## config.mk

```make
export PLATFORM = sky130hd
export DESIGN_NAME = mux_n_stream
export DESIGN_NICKNAME = d
export VERILOG_FILES = /design/src/rtl/mux_n_stream_pkg.sv /design/src/rtl/mux_n_stream_rr_pick.sv /design/src/rtl/mux_n_stream.sv
export SDC_FILE = /design/constraint.sdc
export NUM_CORES = 1
export LEC_CHECK = 0
export BUFFER_PORTS_ARGS = -buffer_cell sky130_fd_sc_hd__buf_2
export CAP_MARGIN = 0
export CORE_MARGIN = 4
export CORE_UTILIZATION = 42
export CTS_CLUSTER_DIAMETER = 40
export DETAILED_ROUTE_END_ITERATION = 8
export GPL_TIMING_DRIVEN = 0
export PLACE_DENSITY = 0.77
export SYNTH_ARGS = -nofsm -noshare
export SYNTH_HDL_FRONTEND = slang
export SYNTH_SLANG_ARGS = --single-unit
```

## constraint.sdc

```tcl
create_clock -name clock -period 5.06 [get_ports clock]
set_input_delay 0.253 -clock clock [delete_from_list [all_inputs] [get_ports clock]]
set_output_delay 0.253 -clock clock [all_outputs]
set_load 0.005 [all_outputs]
```

## src/rtl/mux_n_stream_pkg.sv

```systemverilog
// Shared definitions for the N-to-1 stream selector and related arbiters.
package mux_n_stream_pkg;

  localparam logic MUX_MODE_FIXED = 1'b0;
  localparam logic MUX_MODE_RR    = 1'b1;

  // Channel-index width; never narrower than one bit.
  function automatic int unsigned chan_w(input int unsigned n);
    return (n < 2) ? 1 : $clog2(n);
  endfunction

endpackage

```

## src/rtl/mux_n_stream_rr_pick.sv

```systemverilog
// Rotating-priority picker: first requester after ptr, scanning upward with wrap.
module mux_n_stream_rr_pick
  import mux_n_stream_pkg::*;
#(
  parameter int unsigned N    = 8,
  parameter int unsigned SELW = chan_w(N)
) (
  input  logic [N-1:0]    req,
  input  logic [SELW-1:0] ptr,
  output logic [SELW-1:0] gnt_idx,
  output logic            gnt_any
);

  always_comb begin
    gnt_idx = '0;
    gnt_any = 1'b0;
    for (int unsigned off = 1; off <= N; off++) begin
      if (!gnt_any && req[SELW'((32'(ptr) + off) % N)]) begin
        gnt_any = 1'b1;
        gnt_idx = SELW'((32'(ptr) + off) % N);
      end
    end
  end

endmodule

```

## src/rtl/mux_n_stream.sv

```systemverilog
// N-to-1 channel selector with registered output, valid/ready on every channel,
// and fixed or round-robin selection.
module mux_n_stream
  import mux_n_stream_pkg::*;
#(
  parameter int unsigned WIDTH = 32,
  parameter int unsigned N     = 8,
  parameter int unsigned SELW  = chan_w(N)
) (
  input  logic               clock,
  input  logic               reset_n,
  input  logic [N*WIDTH-1:0] in_data,
  input  logic [N-1:0]       in_valid,
  output logic [N-1:0]       in_ready,
  input  logic               mode,
  input  logic [SELW-1:0]    select,
  output logic [WIDTH-1:0]   out_data,
  output logic [SELW-1:0]    out_chan,
  output logic               out_valid,
  input  logic               out_ready
);

  logic [WIDTH-1:0] chan_data [N];
  logic [SELW-1:0]  ptr;
  logic [SELW-1:0]  rr_idx;
  logic             rr_any;
  logic [SELW-1:0]  pick_idx;
  logic [N-1:0]     ready_vec;
  logic             load;
  logic             sel_in_range;
  logic             accept;

  for (genvar k = 0; k < N; k++) begin : g_unpack
    assign chan_data[k] = in_data[k*WIDTH +: WIDTH];
  end

  mux_n_stream_rr_pick #(
    .N    (N),
    .SELW (SELW)
  ) u_rr_pick (
    .req     (in_valid),
    .ptr     (ptr),
    .gnt_idx (rr_idx),
    .gnt_any (rr_any)
  );

  assign load         = !out_valid || out_ready;
  assign sel_in_range = 32'(select) < N;

  // Ready is a one-hot of the chosen channel; in fixed mode it ignores in_valid.
  always_comb begin
    ready_vec = '0;
    pick_idx  = select;
    if (mode == MUX_MODE_RR) begin
      pick_idx = rr_idx;
      if (rr_any && load) ready_vec = N'(1) << rr_idx;
    end else begin
      if (sel_in_range && load) ready_vec = N'(1) << select;
    end
    if (!reset_n) ready_vec = '0;
  end

  assign in_ready = ready_vec;
  assign accept   = |(ready_vec & in_valid);

  // Output register and pointer; pointer only advances on a round-robin accept.
  always_ff @(posedge clock or negedge reset_n) begin
    if (!reset_n) begin
      out_valid <= 1'b0;
      out_data  <= '0;
      out_chan  <= '0;
      ptr       <= SELW'(N - 1);
    end else if (accept) begin
      out_valid <= 1'b1;
      out_data  <= chan_data[pick_idx];
      out_chan  <= pick_idx;
      if (mode == MUX_MODE_RR) ptr <= pick_idx;
    end else if (out_ready) begin
      out_valid <= 1'b0;
    end
  end

endmodule

```

Yosys cells after proc, flatten, opt, wreduce, memory -nomap -nowiden. Index checks and enable logic that the tools add are counted.

Add/subtract/negate cells: 8. Shift-type cells: 2. Bitwise gates (word level): 2. $lt $le $gt $ge: 9. Reductions and logical operators: 20. Muxes and demuxes: 42.

Operators with widths (number): $bmux 32 s3 (1); $mux 32 (2); $lt 3x4->1 const B (8); $mux 8 (4); $mux 3 (9); $bmux 1 s3 (8); $mux 1 (18); $shl 1x3->8 const A (2); $add 3x3->3 const B (4); $and 8x8->8 (1); $logic_and 1x1->1 (8); $logic_not 1->1 (8); $reduce_or 8->1 (1); $add 3x1->3 const B (2); $add 3x2->3 const B (2); $ge 4x4->1 const B (1); $not 3->4 (1); $reduce_and 2->1 (1); $reduce_bool 2->1 (1); $logic_or 1x1->1 (1).

Output and inout bits: 44. Register bits after elaboration: 39. Bits of input ports: 271. Word-level logic and storage cells: 87.

Logic depth before layout (Yosys ltp).
Depth in word-level cells: 32. Depth in mapped cells: 17. Gate-level depth less buffers: 12.

Hierarchy. Synthesis repeated with hierarchy kept, for this count alone.

Cell total of the unflattened synthesis: 350. Area, all modules: 4629.4 um^2.

Modules (own cells, without submodules): mux_n_stream (instances 1, cells each 257, area an instance 3843.7 um^2, seq. area each 979.7 um^2); mux_n_stream_rr_pick (instances 1, cells each 93, area an instance 785.8 um^2, seq. area each 0.0 um^2).

Least setup slack after synthesis. OpenSTA, ideal clock, no wires.

Path type: register -> register. Start point: register ptr[1]. End point: register out_data[10]. Period minus slack after synthesis: 4356 ps. Path slack: 704 ps. Required time: 4935 ps. Path buffers: 4. Setup time: 125 ps. Stages on the path, launching flop included: 16. Arrival time: 4231 ps. Cells stage by stage: dfstp_2 buf_6 buf_2 inv_1 ha_1 buf_6 mux2_2 mux4_2 or4b_4 nand4_1 nand2_1 nor3_2 o211ai_1 nand4_4 buf_6 mux2_4.

Longest elaborated chain between the ends: 31. Elaborated cells between the ends (all ways): 66. Those cells by class: add/sub: 8; shift: 1; mux: 39; bitwise: 2; reduce/logical: 16.

RTL lines: start: declaration (RTL line mux_n_stream.sv:24) `logic [SELW-1:0] ptr;`; start signal: assignment (RTL line mux_n_stream.sv:72) `ptr <= SELW'(N - 1);`; start signal: assignment (RTL line mux_n_stream.sv:77) `if (mode == MUX_MODE_RR) ptr <= pick_idx;`; $add 3x1->3 (RTL line mux_n_stream_rr_pick.sv:18, mux_n_stream_rr_pick.sv:20); $bmux 1 s3 (RTL line mux_n_stream_rr_pick.sv:18) `if (!gnt_any && req[SELW'((32'(ptr) + off) % N)]) begin`; $mux 1 (not written as such) (RTL line mux_n_stream_rr_pick.sv:18); $mux 1 (RTL line mux_n_stream_rr_pick.sv:18); $logic_not 1->1 (RTL line mux_n_stream_rr_pick.sv:18); $logic_and 1x1->1 (RTL line mux_n_stream_rr_pick.sv:18); $mux 1 (RTL line mux_n_stream_rr_pick.sv:18); $logic_not 1->1 (RTL line mux_n_stream_rr_pick.sv:18); [15 not listed]; $logic_and 1x1->1 (RTL line mux_n_stream_rr_pick.sv:18); $mux 3 / $mux 1 (equally long branches) (RTL line mux_n_stream_rr_pick.sv:18); $shl 1x3->8 / $logic_and 1x1->1 (equally long branches) (RTL line mux_n_stream.sv:56) `if (rr_any && load) ready_vec = N'(1) << rr_idx;`; $mux 8 (RTL line mux_n_stream.sv:56); $mux 8 (RTL line mux_n_stream.sv:54) `if (mode == MUX_MODE_RR) begin`; $mux 8 (RTL line mux_n_stream.sv:60) `if (!reset_n) ready_vec = '0;`; $and 8x8->8 (RTL line mux_n_stream.sv:64) `assign accept = |(ready_vec & in_valid);`; $reduce_or 8->1 (RTL line mux_n_stream.sv:64); end signal: assignment (RTL line mux_n_stream.sv:75) `out_data <= chan_data[pick_idx];`; end: declaration (RTL line mux_n_stream.sv:17) `output logic [WIDTH-1:0] out_data,`.

Parallel ways exist; a longest one is shown, timed or not. The select of a mux whose other input is x is not followed. A chain may end at the register's enable or synchronous reset.

Worst setup path in the final report.
Start point: register ptr[0]. End point: register out_data[14].

The elaborated chain is that of the path after synthesis.

==> flow_results.org <==
** Outcome
- The run finished with clean final reports.

** Clocking
- Buffer cell driving the clock tree root :: sky130_fd_sc_hd__clkbuf_16
- Clk sink count :: 39
- Clock insertion delay at the later pin of the skew report :: 0.28 ns
- Clock-pin slew of the registers on the worst-case setup and hold paths :: 0.06 ns
- The clock tree synthesis step divided the H-tree into 2 levels.
- Counting the buffers created by CTS gives 5.
- Clk buf depth :: 2
- CTS tree :: done

** Route
- Ratio of routed vias to standard cells :: 6.37
- In this run the remaining antenna-violating nets after routing total 0.
- The first TritonRoute pass finished after 6 iterations.
- In the routed design, unresolved DRC markers number 0.
- Wires add up to 25.8 mm.
- Average wire length per cell after detail routing :: 24.2 µm
- The detailed router finished its first iteration with 873 violations.
- Across all layers, the routed design uses 6,789 vias.

** Pwr
- Proportion of power drawn by the clock network :: 5.9%
- Power per cell area :: 823 mW/mm²
- In this run the static leakage power is 0.00336 µW.
- Internal Dissipation :: 3240 µW
- Sequential cells account for 9.9% of the total power.
- For this design the total switching power over the nets is 3040 µW.
- Logic gate share of total power :: 84.2%
- Worst vdd rail ir drop :: 0.000415 V
- Fraction of power spent switching nets :: 48.4%

** Critical path
- STA classifies the critical path startpoint as a register.
- CP required :: 5.28 ns
- Cell family with most CP delay :: compound AO/OA/AOI/OAI gates
- By instance count, the cell type seen most on the critical path is sky130_fd_sc_hd__buf_4.
- The worst setup path is captured at a register.
- Combined buffer and inverter count along the critical path :: 5
- CP Data Arrival Time :: 5.08 ns
- The slowest stage of the critical path is the sky130_fd_sc_hd__dfstp_2 cell.
- In this run the worst path has a maximum fanout of 10.
- The worst setup path is of the reg -> reg kind.
- The signal on the critical path passes through buf_4 -> buf_4 -> inv_1 -> ha_1 -> buf_6 -> mux2_2 -> mux4_2 -> a211oi_1 -> nor4_2 -> o31ai_4 -> nor2_1 -> a32oi_4 -> clkbuf_2 -> o221ai_1 -> mux2i_1 -> mux2_4.
- Maximum cell stage delay along the critical path :: 0.54 ns

** Placed design
- Placed wire-length estimate after detailed placement :: 20.9 mm
- Weighted congestion reported at the end of routability-driven placement :: 1.01
- Placed instance area :: 0.00734 mm²
- Worst slack, placed :: -0.416 ns
- Port buffering added 311 buffers.
- DP Cell Count :: 1,052

** Yosys
- Main synth FF type :: sky130_fd_sc_hd__dfrtp_1
- Post-synth net total :: 842
- In this run the cell area of the synthesized design comes to 0.00556 mm².
- Number of distinct library cells after synthesis :: 75
- During synthesis, Yosys emitted a total of 0 warnings.
- Averaged over all synthesized cells, the footprint is 9.78 µm².
- In the synthesized netlist, the number of instances is 569.
- Synth Register Bits :: 39
- The share of the Yosys chip area taken by registers is 17.6%.
- Count of flip-flops with a built-in enable after synthesis :: 0
- For this run, asynchronously set or reset flops after synthesis account for 100%.

** STA
- Max frequency :: 206 MHz
- Subtracting the final worst setup slack from the clock period gives 4.86 ns.
- The tightest hold path in the finished design has a slack of 0.136 ns.
- Post-route fraction of the period consumed by the critical path :: 96.1%
- Pin slew with the least headroom to its limit :: 1.01 ns
- Final Setup Violations :: 0
- Setup repair after global routing left no endpoint under its margin.
- Across the routed clock network, the largest skew measured is 0.00617 ns.
- The total count of hold-check failures in the final report is 0.
- Once routing completed, OpenROAD measured the worst setup slack at 0.196 ns.
- Final Slew Violations :: 0
- Worst slew slack as a fraction of its limit :: 32.4%

** Layout
- Compared with the post-synthesis result, the final layout area differs by 37.0%.
- Layout cell share with drive strength beyond 1 :: 54.4%
- At the end of the flow, the number of nets in the layout was 1,165.
- For this run, the share of the core covered by cells in the final layout is 59.7%.
- Final instance count without filler cells :: 1,066
- Summing all non-filler instances in the final layout gives an area of 0.00762 mm².

** Floorplanning
- Vertical die dimension :: 123 µm
- The initial utilization of the core area, before any placement, comes to 43.6%.
- Die Footprint :: 0.0152 mm²
- In this run the horizontal extent of the chip is 123 µm.
- After floorplanning, the core was sized to cover 0.0128 mm².
- For this design the top-level I/O count stands at 315.
- Count of standard-cell rows :: 41

** Global routing
- Global-route wire length before repair :: 37.1 mm
- Global routing finished with a remaining overflow of 0.
- The initial antenna violation count is 1.
- Overall fraction of global-route tracks in use :: 31.6%
- Maximum number of pins on one net before global-route repair :: 44
- The number of global-route vias before repair was 6,651.

** Job
- Max-cap violations :: 0

** Hold path
- Path category of the worst min-delay check :: in -> async
## power by group through the flow
stage	Sequential (µW)	Combinational, µW	Clock (µW)
2_1_floorplan	600	3770	0
3_3_place_gp	608	4980	0
3_5_place_dp	617	5050	0
4_1_cts	616	5110	378
5_1_grt	631	5640	390
6_report	622	5280	371
## layout by cell type, fill, tap and decap left out, types with 8 or more instances in the layout
master	count
sky130_fd_sc_hd__mux2_2	13
sky130_fd_sc_hd__buf_4	8
sky130_fd_sc_hd__o221a_2	36
sky130_fd_sc_hd__mux2i_1	48
sky130_fd_sc_hd__nand2_1	15
sky130_fd_sc_hd__o221a_1	27
sky130_fd_sc_hd__or3_1	64
sky130_fd_sc_hd__dfrtp_1	36
sky130_fd_sc_hd__o221ai_1	64
sky130_fd_sc_hd__mux2_4	27
sky130_fd_sc_hd__clkbuf_1	25
sky130_fd_sc_hd__nor2b_1	11
sky130_fd_sc_hd__nor3_1	9
sky130_fd_sc_hd__nor2_1	16
sky130_fd_sc_hd__mux4_2	13
sky130_fd_sc_hd__buf_2	336
## cells by family after synthesis
kind of cell | after synthesis | synth area share [%]
fa+ha+maj | 2 | 0.450
xor+xnor | 4 | 0.630
compound gates | 194 | 33.7
flops | 39 | 17.6
simple gates | 156 | 17.0
buf+inv | 72 | 6.39
mux | 102 | 24.2
## flip-flops by register name, summed over array words and instances, names as in the netlist
signal,flops
ptr,3
out_data,32
out_chan,3
out_valid,1
## stage by stage
| stage | total power (µW) | TNS (ns) |
|---|---|---|
| after floorplan | 4370 | 0 |
| after global placement | 5580 | -8.13 |
| after detailed placement | 5670 | -10.42 |
| after CTS | 6110 | 0 |
| after global routing | 6660 | 0 |
| final | 6280 | 0 |
## final cells by class
| type | count | area, µm² |
|---|---|---|
| Fill cell | 1140 | 5150 |
| Multi-Input combinational cell | 458 | 4290 |
| Timing Repair Buffer | 317 | 1600 |
| Sequential cell | 39 | 980 |
| Buffer | 64 | 332 |
| Tap cell | 172 | 215 |
| Clock buffer | 6 | 139 |
| Clock inverter | 2 | 35.0 |
| Inverter | 7 | 26.3 |
| Antenna cell | 1 | 2.50 |
## timing repair
action                                  4_1_cts  5_1_grt
pin swaps                                     0        4
hold endpoints to repair                      0        0
hold buffers                                  0        0
gates resized for setup                       5       16
buffers inserted                              0        6
endpoints found under the setup margin       32       42
## Yosys cell counts, drive strengths merged (4+ instances only)
master | instances | area share [%]
nand2b | 4 | 0.45
or3 | 64 | 7.2
nand3 | 5 | 0.45
inv | 7 | 0.47
mux2 | 40 | 9.9
mux2i | 49 | 9.0
o211ai | 4 | 0.72
dfrtp | 36 | 16
nand2 | 16 | 1.1
a31oi | 6 | 1.2
o221ai | 65 | 10
o221a | 63 | 13
mux4 | 13 | 5.3
nor2 | 17 | 1.2
buf | 34 | 3.8
nor3b | 4 | 0.54
nor2b | 11 | 1.2
and2 | 7 | 0.79
nor4 | 6 | 1.2
nor3 | 10 | 0.99
a21oi | 6 | 0.54
clkbuf | 31 | 2.1
o21ai | 10 | 0.97
## worst paths after layout
check	slack (ns)	to	depth (start not counted)	startpoint
hold / removal	0.14	out_data[25]$_DFFE_PN0P_	1	reset_n
max in group asynchronous	4.28	out_data[4]$_DFFE_PN0P_	1	reset_n
hold reg to reg	0.51	out_data[30]$_DFFE_PN0P_	1	out_data[30]$_DFFE_PN0P_
setup / recovery	0.20	out_data[14]$_DFFE_PN0P_	16	ptr[0]$_DFFE_PN1P_
min in group clock	0.33	out_valid$_DFFE_PN0P_	3	out_ready
setup reg to reg	0.20	out_data[14]$_DFFE_PN0P_	16	ptr[0]$_DFFE_PN1P_
## routing by layer
layer	vias to the layer above	wire length, µm	global-route usage, %
met4	2	690	8.51
met5	-	17	0
met3	52	2520	5.90
met2	472	12300	53.3
li1	3052	-	-
met1	3211	10200	41.7
Power figures use the tool's default switching activity.
